$ cat config.mk
export PLATFORM = sky130hd
export DESIGN_NAME = fetch_unit_flat
export DESIGN_NICKNAME = d
export VERILOG_FILES = /design/src/rtl/fetch_pkg.sv /design/src/rtl/fetch_unit_if.sv /design/src/rtl/fetch_fifo.sv /design/src/rtl/fetch_unit.sv /design/src/flat_wrapper.sv
export SDC_FILE = /design/constraint.sdc
export NUM_CORES = 1
export LEC_CHECK = 0
export ABC_CLOCK_PERIOD_IN_PS = 9700
export CORE_UTILIZATION = 45
export DETAILED_ROUTE_END_ITERATION = 6
export PLACE_DENSITY = 0.72
export SLEW_MARGIN = 20
export SYNTH_ARGS = -nofsm -noshare
export SYNTH_HDL_FRONTEND = slang
export SYNTH_SLANG_ARGS = --single-unit
$ cat constraint.sdc
create_clock -name clk_i -period 9.7 [get_ports clk_i]
set_input_delay 1.94 -clock clk_i [delete_from_list [all_inputs] [get_ports clk_i]]
set_output_delay 1.94 -clock clk_i [all_outputs]
set_load 0.01 [all_outputs]
$ cat src/rtl/fetch_pkg.sv
// Shared types and default sizing for the instruction fetch unit.
package fetch_pkg;

    localparam int ADDR_W = 64;
    localparam int INST_W = 32;
    localparam int DEPTH  = 2;

    typedef enum logic {
        IDLE,
        REQ
    } state_e;

    typedef struct packed {
        logic [ADDR_W-1:0] pc;
        logic [INST_W-1:0] inst;
    } entry_t;

endpackage

$ cat src/rtl/fetch_unit_if.sv
// Bundles the pc, instruction-memory and decode channels of the fetch unit.
interface fetch_unit_if #(
    parameter int ADDR_W = fetch_pkg::ADDR_W,
    parameter int INST_W = fetch_pkg::INST_W
);
    logic [ADDR_W-1:0] pc;
    logic              pc_valid;
    logic              pc_ready;
    logic              flush;
    logic              imem_req;
    logic [ADDR_W-1:0] imem_addr;
    logic              imem_gnt;
    logic              imem_rvalid;
    logic [INST_W-1:0] imem_rdata;
    logic [INST_W-1:0] inst;
    logic [ADDR_W-1:0] inst_pc;
    logic              inst_valid;
    logic              inst_ready;
    logic              fault;

    modport master (
        input  pc, pc_valid, flush, imem_gnt, imem_rvalid, imem_rdata, inst_ready,
        output pc_ready, imem_req, imem_addr, inst, inst_pc, inst_valid, fault
    );

    modport slave (
        output pc, pc_valid, flush, imem_gnt, imem_rvalid, imem_rdata, inst_ready,
        input  pc_ready, imem_req, imem_addr, inst, inst_pc, inst_valid, fault
    );
endinterface

$ cat src/rtl/fetch_fifo.sv
// Small synchronous FIFO with occupancy count and a clear that wins over push/pop.
module fetch_fifo #(
    parameter int DEPTH  = 2,
    parameter int DATA_W = 96
) (
    input  logic                         clk_i,
    input  logic                         rst_ni,
    input  logic                         push_i,
    input  logic                         pop_i,
    input  logic                         clear_i,
    input  logic [DATA_W-1:0]            data_i,
    output logic [DATA_W-1:0]            data_o,
    output logic                         full_o,
    output logic                         empty_o,
    output logic [$clog2(DEPTH+1)-1:0]   count_o
);
    localparam int CW = $clog2(DEPTH + 1);
    localparam int PW = (DEPTH > 1) ? $clog2(DEPTH) : 1;
    localparam logic [PW-1:0] LAST_PTR   = PW'(DEPTH - 1);
    localparam logic [CW-1:0] FULL_COUNT = CW'(DEPTH);

    logic [DATA_W-1:0] mem_q [DEPTH];
    logic [PW-1:0]     wrPtr_q, wrPtr_d, rdPtr_q, rdPtr_d;
    logic [CW-1:0]     count_q, count_d;
    logic              doPush, doPop;

    function automatic logic [PW-1:0] incPtr(input logic [PW-1:0] p);
        return (p == LAST_PTR) ? '0 : p + 1'b1;
    endfunction

    assign full_o  = (count_q == FULL_COUNT);
    assign empty_o = (count_q == '0);
    assign count_o = count_q;
    assign data_o  = mem_q[rdPtr_q];

    // A push into a full FIFO is only accepted when the head leaves in the same cycle.
    assign doPop  = pop_i && !empty_o;
    assign doPush = push_i && (!full_o || doPop);

    always_comb begin
        wrPtr_d = wrPtr_q;
        rdPtr_d = rdPtr_q;
        count_d = count_q;
        if (clear_i) begin
            wrPtr_d = '0;
            rdPtr_d = '0;
            count_d = '0;
        end else begin
            if (doPush) wrPtr_d = incPtr(wrPtr_q);
            if (doPop)  rdPtr_d = incPtr(rdPtr_q);
            count_d = count_q + CW'(doPush) - CW'(doPop);
        end
    end

    always_ff @(posedge clk_i or negedge rst_ni) begin
        if (!rst_ni) begin
            wrPtr_q <= '0;
            rdPtr_q <= '0;
            count_q <= '0;
        end else begin
            wrPtr_q <= wrPtr_d;
            rdPtr_q <= rdPtr_d;
            count_q <= count_d;
        end
    end

    always_ff @(posedge clk_i) begin
        if (doPush && !clear_i) mem_q[wrPtr_q] <= data_i;
    end

    noOverflow: assert property (@(posedge clk_i) disable iff (!rst_ni)
        (push_i && !clear_i) |-> (!full_o || pop_i));

endmodule

$ cat src/rtl/fetch_unit.sv
// Instruction fetch front end: issues one memory read per accepted pc, tracks
// in-flight reads with credits and drops responses that a branch flush made stale.
module fetch_unit #(
    parameter int ADDR_W = fetch_pkg::ADDR_W,
    parameter int INST_W = fetch_pkg::INST_W,
    parameter int DEPTH  = fetch_pkg::DEPTH
) (
    input logic          clk_i,
    input logic          rst_ni,
    fetch_unit_if.master bus
);
    import fetch_pkg::*;

    localparam int CW = $clog2(DEPTH + 1);
    localparam logic [CW:0] CREDITS = DEPTH[CW:0];

    state_e             state_q, state_d;
    logic [ADDR_W-1:0]  addr_q, addr_d;
    logic               fault_q, fault_d;
    logic [CW-1:0]      outstanding_q, outstanding_d;
    logic [CW-1:0]      discard_q, discard_d;
    logic [CW:0]        creditUsed;
    logic               accept, grant, rsp, push, pop;
    logic               bufEmpty;
    logic [CW-1:0]      bufCount;
    logic [ADDR_W+INST_W-1:0] bufHead;
    logic [ADDR_W-1:0]  rspAddr;
    logic               unusedBufFull, unusedAddrFull, unusedAddrEmpty;
    logic [CW-1:0]      unusedAddrCount;

    // Outstanding reads plus buffered entries never exceed DEPTH, so the buffer cannot overflow.
    assign creditUsed   = {1'b0, outstanding_q} + {1'b0, bufCount};
    assign bus.pc_ready = rst_ni && (state_q == IDLE) && !bus.flush && (creditUsed < CREDITS);

    assign accept = bus.pc_valid && bus.pc_ready;
    assign grant  = (state_q == REQ) && bus.imem_gnt;
    assign rsp    = bus.imem_rvalid && (outstanding_q != '0);
    assign push   = rsp && (discard_q == '0) && !bus.flush;
    assign pop    = !bufEmpty && bus.inst_ready;

    always_comb begin
        state_d = state_q;
        addr_d  = addr_q;
        fault_d = 1'b0;
        case (state_q)
            IDLE: begin
                if (accept) begin
                    if (bus.pc[1:0] == 2'b00) begin
                        addr_d  = bus.pc;
                        state_d = REQ;
                    end else begin
                        fault_d = 1'b1;
                    end
                end
            end
            REQ: begin
                if (bus.imem_gnt || bus.flush) state_d = IDLE;
            end
            default: state_d = IDLE;
        endcase
    end

    // On flush every read still in flight after this cycle, including one granted now, becomes stale.
    always_comb begin
        outstanding_d = outstanding_q + CW'(grant) - CW'(rsp);
        discard_d     = discard_q;
        if (bus.flush) begin
            discard_d = outstanding_d;
        end else if (rsp && (discard_q != '0)) begin
            discard_d = discard_q - 1'b1;
        end
    end

    always_ff @(posedge clk_i or negedge rst_ni) begin
        if (!rst_ni) begin
            state_q       <= IDLE;
            addr_q        <= '0;
            fault_q       <= 1'b0;
            outstanding_q <= '0;
            discard_q     <= '0;
        end else begin
            state_q       <= state_d;
            addr_q        <= addr_d;
            fault_q       <= fault_d;
            outstanding_q <= outstanding_d;
            discard_q     <= discard_d;
        end
    end

    fetch_fifo #(.DEPTH(DEPTH), .DATA_W(ADDR_W)) addrFifo (
        .clk_i   (clk_i),
        .rst_ni  (rst_ni),
        .push_i  (grant),
        .pop_i   (rsp),
        .clear_i (1'b0),
        .data_i  (addr_q),
        .data_o  (rspAddr),
        .full_o  (unusedAddrFull),
        .empty_o (unusedAddrEmpty),
        .count_o (unusedAddrCount)
    );

    fetch_fifo #(.DEPTH(DEPTH), .DATA_W(ADDR_W + INST_W)) instFifo (
        .clk_i   (clk_i),
        .rst_ni  (rst_ni),
        .push_i  (push),
        .pop_i   (pop),
        .clear_i (bus.flush),
        .data_i  ({rspAddr, bus.imem_rdata}),
        .data_o  (bufHead),
        .full_o  (unusedBufFull),
        .empty_o (bufEmpty),
        .count_o (bufCount)
    );

    assign bus.imem_req   = (state_q == REQ);
    assign bus.imem_addr  = addr_q;
    assign bus.inst_valid = !bufEmpty;
    assign bus.inst       = bufEmpty ? '0 : bufHead[INST_W-1:0];
    assign bus.inst_pc    = bufEmpty ? '0 : bufHead[ADDR_W+INST_W-1:INST_W];
    assign bus.fault      = fault_q;

    rvalidNeedsOutstanding: assert property (@(posedge clk_i) disable iff (!rst_ni)
        bus.imem_rvalid |-> (outstanding_q != '0));

endmodule

$ cat src/flat_wrapper.sv
// flat-port wrapper written by rule: the top's interface ports become plain ports
module fetch_unit_flat import fetch_pkg::*;
#(
    parameter int ADDR_W = fetch_pkg::ADDR_W,
    parameter int INST_W = fetch_pkg::INST_W,
    parameter int DEPTH  = fetch_pkg::DEPTH
)
  (clk_i, rst_ni, bus_pc, bus_pc_valid, bus_flush, bus_imem_gnt, bus_imem_rvalid, bus_imem_rdata, bus_inst_ready, bus_pc_ready, bus_imem_req, bus_imem_addr, bus_inst, bus_inst_pc, bus_inst_valid, bus_fault);
  fetch_unit_if #(.ADDR_W(ADDR_W), .INST_W(INST_W)) bus_i ();
  input logic clk_i;
  input logic rst_ni;
  input wire logic [$bits(bus_i.pc)-1:0] bus_pc;
  input wire logic [$bits(bus_i.pc_valid)-1:0] bus_pc_valid;
  input wire logic [$bits(bus_i.flush)-1:0] bus_flush;
  input wire logic [$bits(bus_i.imem_gnt)-1:0] bus_imem_gnt;
  input wire logic [$bits(bus_i.imem_rvalid)-1:0] bus_imem_rvalid;
  input wire logic [$bits(bus_i.imem_rdata)-1:0] bus_imem_rdata;
  input wire logic [$bits(bus_i.inst_ready)-1:0] bus_inst_ready;
  output wire logic [$bits(bus_i.pc_ready)-1:0] bus_pc_ready;
  output wire logic [$bits(bus_i.imem_req)-1:0] bus_imem_req;
  output wire logic [$bits(bus_i.imem_addr)-1:0] bus_imem_addr;
  output wire logic [$bits(bus_i.inst)-1:0] bus_inst;
  output wire logic [$bits(bus_i.inst_pc)-1:0] bus_inst_pc;
  output wire logic [$bits(bus_i.inst_valid)-1:0] bus_inst_valid;
  output wire logic [$bits(bus_i.fault)-1:0] bus_fault;
  assign bus_i.pc = bus_pc;
  assign bus_i.pc_valid = bus_pc_valid;
  assign bus_i.flush = bus_flush;
  assign bus_i.imem_gnt = bus_imem_gnt;
  assign bus_i.imem_rvalid = bus_imem_rvalid;
  assign bus_i.imem_rdata = bus_imem_rdata;
  assign bus_i.inst_ready = bus_inst_ready;
  assign bus_pc_ready = bus_i.pc_ready;
  assign bus_imem_req = bus_i.imem_req;
  assign bus_imem_addr = bus_i.imem_addr;
  assign bus_inst = bus_i.inst;
  assign bus_inst_pc = bus_i.inst_pc;
  assign bus_inst_valid = bus_i.inst_valid;
  assign bus_fault = bus_i.fault;
  fetch_unit #(.ADDR_W(ADDR_W), .INST_W(INST_W), .DEPTH(DEPTH)) u_core (.clk_i(clk_i), .rst_ni(rst_ni), .bus(bus_i));
endmodule
Word-level counts from Yosys, hierarchy flattened
Memory sizes are Yosys's and may differ from the RTL's. Index checks and enable logic that the tools add are counted.

Equality and inequality tests: 2. $lt $le $gt $ge: 1. Reductions and logical operators: 33. Muxes and demuxes: 24. $add $sub $neg: 12. Bitwise logic cells: 1.

Operators with widths (count): $mux W64 (1); $mux W32 (1); $mux W1 (18); $logic_and A1 B1 Y1 (15); $reduce_bool A2 Y1 (5); $logic_not A2 Y1 (4); $add A2 B1 Y2 (3); $mux W2 (3); $sub A2 B1 Y2 (3); $logic_not A1 Y1 (5); $add A1 B1 Y1 const B (4); $eq A2 B2 Y1 const B (2); $add A2 B2 Y3 (1); $logic_or A1 B1 Y1 (3); $lt A3 B2 Y1 const B (1); $reduce_and A3 Y1 (1); $pmux W1 S2 (1); $sub A2 B1 Y2 const B (1); $not A1 Y1 (1).

Logic and storage cells: 86. Output and inout bits: 164. Memories: 2. Memory bits (writable): 320. Input bits: 103. Register bits after elaboration: 78.

Memories: u_core.instFifo.mem_q (depth 2, bits a word 96, read ports 1, clocked after Yosys merged registers in 0, write ports 1, line fetch_fifo.sv:22) `logic [DATA_W-1:0] mem_q [DEPTH];`; u_core.addrFifo.mem_q (depth 2, bits a word 64, read ports 1, clocked after Yosys merged registers in 0, write ports 1, line fetch_fifo.sv:22).

Longest topological paths before layout
Gate-level depths: netlist (run 1).

Word-level depth: 9. Mapped depth: 10. Mapped depth without buffers: 10.

Modules after synthesis
From an unflattened synthesis (run 1), not the netlist that was laid out.

Cells, all modules: 838. Area total of the unflattened synthesis: 15650.0 um^2.

By module, submodules not included: fetch_fifo (u_core.instFifo) (instances 1, area an instance 7186.9 um^2, cells each 328, sequential area each 5865.6 um^2); fetch_fifo (u_core.addrFifo) (instances 1, area an instance 4883.4 um^2, cells each 228, sequential area each 3943.8 um^2); fetch_unit (instances 1, area an instance 3579.7 um^2, cells each 282, sequential area each 1751.7 um^2).

Worst setup path after synthesis (run 1)
No wires, ideal clock.

Path kind: in2reg. Start: input port bus_imem_rvalid. End: memory u_core.instFifo.mem_q[1][0] (enable). Setup slack: -424 ps. Library setup time: 688 ps. Stages: 3. Buffers on the path: 0. Data required time: 9012 ps. Arrival: 9436 ps. Cells stage by stage: o21ai_0 > a211o_1 > nor3b_1.

Longest elaborated chain between the ends: 7.

RTL lines: from (decl) (line flat_wrapper.sv:16) `input wire logic [$bits(bus_i.imem_rvalid)-1:0] bus_imem_rvalid;`; $logic_and A1 B1 Y1 (line fetch_unit.sv:37) `assign rsp = bus.imem_rvalid && (outstanding_q != '0);`; $logic_and A1 B1 Y1 (2 in a row) (line fetch_unit.sv:38) `assign push = rsp && (discard_q == '0) && !bus.flush;`; $logic_and A1 B1 Y1 (line fetch_fifo.sv:38) `assign doPush = push_i && (!full_o || doPop);`; $logic_and A1 B1 Y1 (line fetch_fifo.sv:68) `if (doPush && !clear_i) mem_q[wrPtr_q] <= data_i;`; $mux W1 (line fetch_fifo.sv:68); $mux W1 (not written as such) (line fetch_fifo.sv:68); to (decl) (line fetch_fifo.sv:22).

Every way passes these cells.

Worst setup path in the final report (run 1)
Start: input port bus_flush. End: output port bus_pc_ready.

Longest elaborated chain between the ends: 3.

RTL lines: from (decl) (line flat_wrapper.sv:14) `input wire logic [$bits(bus_i.flush)-1:0] bus_flush;`; $logic_not A1 Y1 (line fetch_unit.sv:33) `assign bus.pc_ready = rst_ni && (state_q == IDLE) && !bus.flush && (creditUsed < CREDITS);`; $logic_and A1 B1 Y1 (2 in a row) (line fetch_unit.sv:33); to (decl) (line flat_wrapper.sv:19) `output wire logic [$bits(bus_i.pc_ready)-1:0] bus_pc_ready;`.

Every way passes these cells.

==> metrics.md, run 1 <==
| Metric | Value |
|---|---|
| Status | complete, no violations |
| Synth cell types | 32 |
| # port buffers | 266 |
| Arrival time of the worst setup path | 3.80 ns |
| Placed Instance Area | approximately 0.018 sq mm |
| Resized cells post-CTS | 0 |
| Post-synth EDFFs | 320 |
| Ys flop type | edfxtp_1 |
| Part of the power in registers | 45.2% |
| Nature of the critical path endpoint | output port |
| TNS Setup | 0 ns |
| Die ar. | 0.0344 sq mm |
| Clk network pwr share | 29.7% |
| RSZ-0062 raised after global routing | no |
| Total CTS buffers | 42 |
| I/O Pins | 267 |
| YS warnings | 0 |
| Critical path class | input pin to output port |
| Clock Path Buffers | 3 |
| Post-place setup slack | 3.98 ns |
| Dpl hpwl | 17.6 mm |
| Hold Crit Start | u_core.bus.imem_addr[24] |
| Root buffer cell | clkbuf_16 |
| Max-cap viol count | 0 |
| R2R Setup Slk | 6.88 ns |
| F_max | 0.174 GHz |
| Origin of the worst setup path | bus_flush |
| Layout Nets | 1216 |
| Initial cell density of the core | a little under half |
| First-pass GRT wire length | 44.2 mm |
| Syn Std Cell Area | 0.0151 sq mm |
| Post-synthesis mux area share | ~17% |
| Xor-xnor portion of the synthesized cell area | 0.520% |
| Layout Skew | 0.0124 ns |
| Antenna violations before repair | 2 |
| Clock net sink count | 398 |
| Hold buffer count at CTS | 0 |
| Comb pwr share | around a quarter |
| Clock tree from TritonCTS | built |
| Drt first pass iters | 4 |
| Initial DRC Count | 357 |
| Setup ws final | ~4.0 ns |
| Vias in the first global route | roughly 8000 |
| Ratio of cells with drive above 1 in the final layout | 18.6% |
| Routed via count | between 7000 and 8000 |
| Fin crit period | 5.74 ns |
| Clock slew seen by the registers of the worst setup and hold paths | ~0.05 ns |
| Post-synth top area cell | edfxtp_1 |
| Worst hold endpoint | u_core.addrFifo.mem_q[0][24] |
| Leak Pwr | 7.04 nW |
| Wire length per cell | 18.6 microns |
| Hold crit path type | flop to flop |
| VDD IR max | 0.170 mV |
| Startpoint types | input pin |
| Post-Synth Simple-Gate Area | 3.49% |
| Compound-Gate Fraction of Synth Area | 0.413% |
| Final ANT Viol Nets | 0 |
| Worst R2R End | u_core.addrFifo.mem_q[0][37] |
| Die Wd | 185 microns |
| Final instance area | between 0.015 and 0.02 sq mm |
| Final setup vio count | 0 |
| Num rows | between 60 and 70 |
| Final GP Congestion | 0.728 |
| Asr flop ratio synth | 19.6% |
| Top-count cell post-synth | edfxtp_1 |
| Largest family of logic cells by synthesized area | multiplexers |
| Largest fanout on the critical path | 16 |
| Reg-to-reg startpoint | u_core.outstanding_q[1] |
| Psw | 1.42 mW |
| Power Density | 269 mW/mm^2 |
| Slew @ Worst Pin | 1.05 ns |
| Synth cell count leaders | edfxtp_1 (320), nor2_1 (106), mux2i_1 (96), mux2_2 (80), dfrtp_1 (78) |
| DR DRC count | 0 |
| Synth Area in Adders | 0.710% |
| Switching share of total power | 26.8% |
| Die height | 185 microns |
| FF-to-FF path depth | 5 |
| Tcrit/Tclk final | 59.1% |
| Top cell type's share of synthesized area | 63.4% |
| Via density | slightly below 5 |
| Slew HR | 29.8% |
| Tot GR Track Use | between 10% and 20% |
| Seq/Total Area, Yosys | about three quarters |
| Syn Inst Count | 819 |
| Core area | 0.0329 sq mm |
| Fin. Hold Viols | 0 |
| DRT Wirelength | 29.5 mm |
| FF+latch count, synth | ~400 |
| Cells on Worst Hold Path | 0 |
| Slew Viols, Final | 0 |
| Mapped Nets | 930 |
| Overflow after GRT | 0 |
| Top post-synthesis cells by area | edfxtp_1 (63%), dfrtp_1 (13%), mux2i_1 (6.3%), mux2_2 (5.9%), mux2_4 (4.7%) |
| Cell-internal power | 3.87 mW |
| Mapped Avg Cell Area | 18.5 sq um |
| Largest net degree at the start of global routing | 73 |
| CTS H-tree lvls | 2 |
| Setup bufs post-CTS | 0 |
| Pwr Total | 5.29 mW |
| Clock Latency Late Sink | 0.52 ns |
| Required @ worst endpoint | 7.76 ns |
| Area Growth Syn to Fin | 29.8% |
==> final cells by class <==
cell class | instances | area (sq um)
diodes | 1 | 2.50
clock buffers | 56 | 1150
clock inverters | 21 | 210
fillers | 2483 | 13200
inverters | 11 | 41.3
multi-input cells | 374 | 3380
flip-flops and latches | 398 | 11600
well taps | 442 | 553
repair buffers | 278 | 2750
==> power groups by stage <==
stage	clock network (mW)	logic, mW	registers, mW
after floorplan	0	0.714	2.35
after global placement	0	1.32	2.42
after detailed placement	0	1.34	2.43
after CTS	1.62	1.35	2.40
after global routing	1.68	1.43	2.42
final	1.57	1.33	2.39
==> critical path: stages <==
cell and delay (ns):
clkdlybuf4s50_1 0.75, nor4_1 0.49, clkdlybuf4s50_1 0.61
==> worst max path at each step <==
stage	slack [ns]	to	cells past startpoint
after floorplan	0.09	u_core.instFifo.mem_q[0][0]	3
after global placement	4.04	bus_pc_ready	3
after detailed placement	3.98	bus_pc_ready	3
after CTS	3.96	bus_pc_ready	3
after global routing	3.87	bus_pc_ready	3
final	3.96	bus_pc_ready	3
==> kinds of logic (layout without fill, tap and decap cells) <==
family	count (synthesis)	in the layout
buffers and inverters	47	366
xor gates and xnor gates	9	9
adders and majority gates	8	8
muxes	223	223
AOI/OAI and AO/OA	9	9
DFF	398	398
and+or+nand+nor	125	125
other	0	1
==> metal layers <==
metal  routed length (microns)  global-route usage (%)
met5                        13                       0
met4                       509                    4.43
met3                      2030                    4.21
met2                     14800                    29.8
met1                     12200                    20.9
==> stage by stage <==
| step | hold WS, ns | instances | util (%) |
|---|---|---|---|
| floorplan | 0.468 | 819 | - |
| global placement | 0.472 | 1503 | 55.7 |
| detailed placement | 0.478 | 1503 | 55.7 |
| CTS | 0.492 | 1580 | 59.8 |
| global route | 0.513 | 1580 | 59.8 |
| finish | 0.493 | 1581 | 59.8 |
==> cell usage in the layout (no fill, tap or decap), types with 2 or more instances in the layout <==
master and n:
o21ai_0 3, clkbuf_1 10, nor2_4 3, mux2_2 80, nand2b_1 4, mux2_4 47
clkbuf_8 3, xnor2_1 6, xor2_1 3, nor4_1 2, and2_1 4, dfrtp_1 76
mux2i_1 96, dfrtp_4 2, edfxtp_1 320, inv_1 11, clkbuf_16 43, nor2b_1 2
clkinv_2 8, nor2_1 103, a211o_1 2, clkdlybuf4s50_1 265, buf_4 13, bufinv_16 4
inv_6 2, ha_1 7, clkinv_1 5
==> sequential cells by signal (all words and copies together) (netlist names) <==
| signal | count |
|---|---|
| u_core.addrFifo.count_o | 2 |
| u_core.addrFifo.mem_q | 128 |
| u_core.addrFifo.rdPtr_q | 1 |
| u_core.addrFifo.wrPtr_q | 1 |
| u_core.bus.fault | 1 |
| u_core.bus.imem_addr | 64 |
| u_core.bus.imem_req | 1 |
| u_core.discard_q | 2 |
| u_core.instFifo.count_o | 2 |
| u_core.instFifo.mem_q | 192 |
| u_core.instFifo.rdPtr_q | 1 |
| u_core.instFifo.wrPtr_q | 1 |
| u_core.outstanding_q | 2 |
No activity file was read; power rests on OpenSTA's default activity.
==> run 2, diff against run 1 <==
ABC_CLOCK_PERIOD_IN_PS = 4900   (was 9700)
PLACE_DENSITY = 0.75   (was 0.72)
clock period = 4.9 ns   (was 9.7 ns; I/O delays follow)
==> run 2 against run 1 <==
Compared with the run above: flip-flop and latch count is the same; highest routed layer is now met4; count of clock-buffer cells in the layout rose by 1; combinational power grew 100%; critical endpoint is now bus_inst_pc[60].
==> metrics.md, run 2 (same netlist as run 1, synthesis figures left out) <==
| Metric | Value |
|---|---|
| Status | complete, no violations |
| Max-cap viol count | 0 (unchanged) |
| Routed via count | 7845 (+0.47%) |
| Via density | 4.97 (+0.54%) |
| Slew HR | 32.1% (+2.3 points) |
| Clock Path Buffers | 3 (unchanged) |
| Root buffer cell | clkbuf_16 |
| Tcrit/Tclk final | 74.5% |
| Ratio of cells with drive above 1 in the final layout | 18.5% (-0.088 points) |
| Family with the most delay on the worst path | buffers and inverters |
| VDD IR max | 0.327 mV (+92%) |
| Dpl hpwl | 18.4 mm (+4.2%) |
| Most frequent cells in the layout | edfxtp_1 (320), clkdlybuf4s50_1 (265), nor2_1 (103) |
| Num rows | 66 (unchanged) |
| Worst R2R End | u_core.bus.imem_addr[42] |
| Layout Nets | 1218 (+0.16%) |
| Final ANT Viol Nets | 0 (unchanged) |
| Setup bufs post-CTS | 0 (unchanged) |
| I/O Pins | 267 (unchanged) |
| Initial cell density of the core | 46.1% (unchanged) |
| Total CTS buffers | 41 (-2.4%) |
| DR WL met3 | 1.86 mm (-8.6%) |
| Overflow after GRT | 0 (unchanged) |
| Slew @ Worst Pin | 1.02 ns (-0.0348 ns) |
| Arrival time of the worst setup path | 2.67 ns (-1.13 ns) |
| Antenna violations before repair | 1 (-1) |
| Placed Instances | 1506 (+0.20%) |
| Most common cell after layout, fill and taps aside | edfxtp_1 |
| Die ar. | 0.0344 sq mm (unchanged) |
| Core area | 0.0329 sq mm (unchanged) |
| Initial DRC Count | 344 (-3.6%) |
| Clock Latency Late Sink | 0.52 ns (about the same) |
| CTS H-tree lvls | 2 (unchanged) |
| Crit path max-delay cell type | dfrtp_4 |
| Startpoint types | flop |
| Clock tree from TritonCTS | built |
| F_max | 0.274 GHz |
| Power Density | 527 mW/mm^2 (+96%) |
| Drt first pass iters | 4 (unchanged) |
| Die Wd | 185 microns (unchanged) |
| Buffer and inverter count on the worst path | 2 (unchanged) |
| Layout Skew | 0.0133 ns (+0.000907 ns) |
| FF-to-FF path depth | 6 (+1) |
| Fin crit period | ~3.7 ns |
| Non-filler cells, final | 1580 (-0.063%) |
| Final instance area | 0.0197 sq mm (unchanged) |
| Tot GR Track Use | 17.3% (+0.29 points) |
| Setup ws final | 1.25 ns (-2.71 ns) |
| Critical path class | flop to output port |
| R2R Setup Slk | 2.29 ns (-4.59 ns) |
| WL met1 | 12.2 mm (about the same) |
| Clock net sink count | 398 (unchanged) |
| Clock slew seen by the registers of the worst setup and hold paths | 0.06 ns (about the same) |
| Top layer in use | met4 |
| Wire length per cell | 18.9 microns (+1.6%) |
| Largest fanout on the critical path | 27 (+11) |
| DR WL met2 | 15.4 mm (+4.3%) |
| Post-place setup slack | 1.40 ns (-2.58 ns) |
| Fill cells | 2499 (+0.64%) |
| Required @ worst endpoint | 3.92 ns (-3.84 ns) |
| Final setup vio count | 0 (unchanged) |
| First-pass GRT wire length | 44.8 mm (+1.4%) |
| Top reg by flops | u_core.instFifo.mem_q |
| CP peak stage delay | 0.71 ns (-0.04 ns) |
| RSZ-0062 raised after global routing | no |
| Area Growth Syn to Fin | 29.8% (unchanged) |
| Hold crit path type | input pin to asynchronous set/reset pin |
| Nature of the critical path endpoint | output port |
| Die height | 185 microns (unchanged) |
| Largest net degree at the start of global routing | 71 (-2.7%) |
| DRT Wirelength | 29.9 mm (+1.6%) |
| Reg-to-reg startpoint | u_core.instFifo.count_o[0] |
| Max reg flops | 192 (unchanged) |
| # port buffers | 266 (unchanged) |
| Crit-path cells | buf_4 > mux2i_1 > nor2_1 > clkdlybuf4s50_1 |
| DR DRC count | 0 (unchanged) |
| Resized cells post-CTS | 0 (unchanged) |
| Final GP Congestion | 0.711 (-2.4%) |
| Diode count | 0 (-1) |
| Slew Viols, Final | 0 (unchanged) |
| Placed Instance Area | 0.0184 sq mm (+0.43%) |
| Vias in the first global route | 8182 (+1.5%) |
| Leak Pwr | 7.03 nW (-0.11%) |
| TNS Setup | 0 ns (unchanged) |
| Fin. Hold Viols | 0 (unchanged) |
| Hold buffer count at CTS | 0 (unchanged) |
run 2: report_power, final:
group	internal, mW	total, mW	switching (mW)
clock network	1.76	2.97	1.21
registers	4.24	4.71	0.463
logic	1.56	2.70	1.13
run 2: how the worst max path moves through the flow:
| stage | from | endpoint | slack [ns] | depth (start not counted) |
|---|---|---|---|---|
| after detailed placement | bus_flush | bus_pc_ready | 1.40 | 4 |
| final | u_core.instFifo.rdPtr_q | bus_inst_pc[60] | 1.25 | 4 |
| after floorplan | bus_imem_rvalid | u_core.addrFifo.mem_q[0][0] | 0.34 | 4 |
| after CTS | u_core.instFifo.rdPtr_q | bus_inst_pc[62] | 1.16 | 4 |
| after global placement | bus_flush | bus_pc_ready | 1.40 | 4 |
| after global routing | u_core.instFifo.rdPtr_q | bus_inst_pc[58] | 1.08 | 4 |
run 2: layer usage:
| metal | up-vias | GRT usage, % |
|---|---|---|
| li1 | 3635 | - |
| met1 | 3960 | 20.6 |
| met2 | 210 | 31.1 |
| met3 | 40 | 3.83 |
| met4 | 0 | 5.16 |
| met5 | - | 0 |
run 2: final cells by class:
cell class              count  area [sq um]  area share [%]
repair buffers            281          2820            14.4
clock buffers              57          1130            5.73
flip-flops and latches    398         11600            58.8
clock inverters            17           163           0.827
inverters                  11          41.3           0.210
well taps                 442           553            2.81
multi-input cells         374          3390            17.2
run 2: worst register-to-register path, cell delays in order, from the launching register on:
cell      delay, ns
dfrtp_1        0.45
and2_1         0.20
fa_1           0.43
nand2b_1       0.17
nand3b_1       0.49
buf_12         0.36
mux2_4         0.41
run 2: through the flow:
| stage | hold WS [ns] | total power [mW] | utilization, % |
|---|---|---|---|
| floorplan | 0.468 | 6.05 | - |
| CTS | 0.443 | 10.5 | 59.8 |
| detailed placement | 0.477 | 7.51 | 55.9 |
| global placement | 0.475 | 7.43 | 55.9 |
| global route | 0.464 | 10.8 | 59.8 |
| finish | 0.437 | 10.4 | 59.8 |
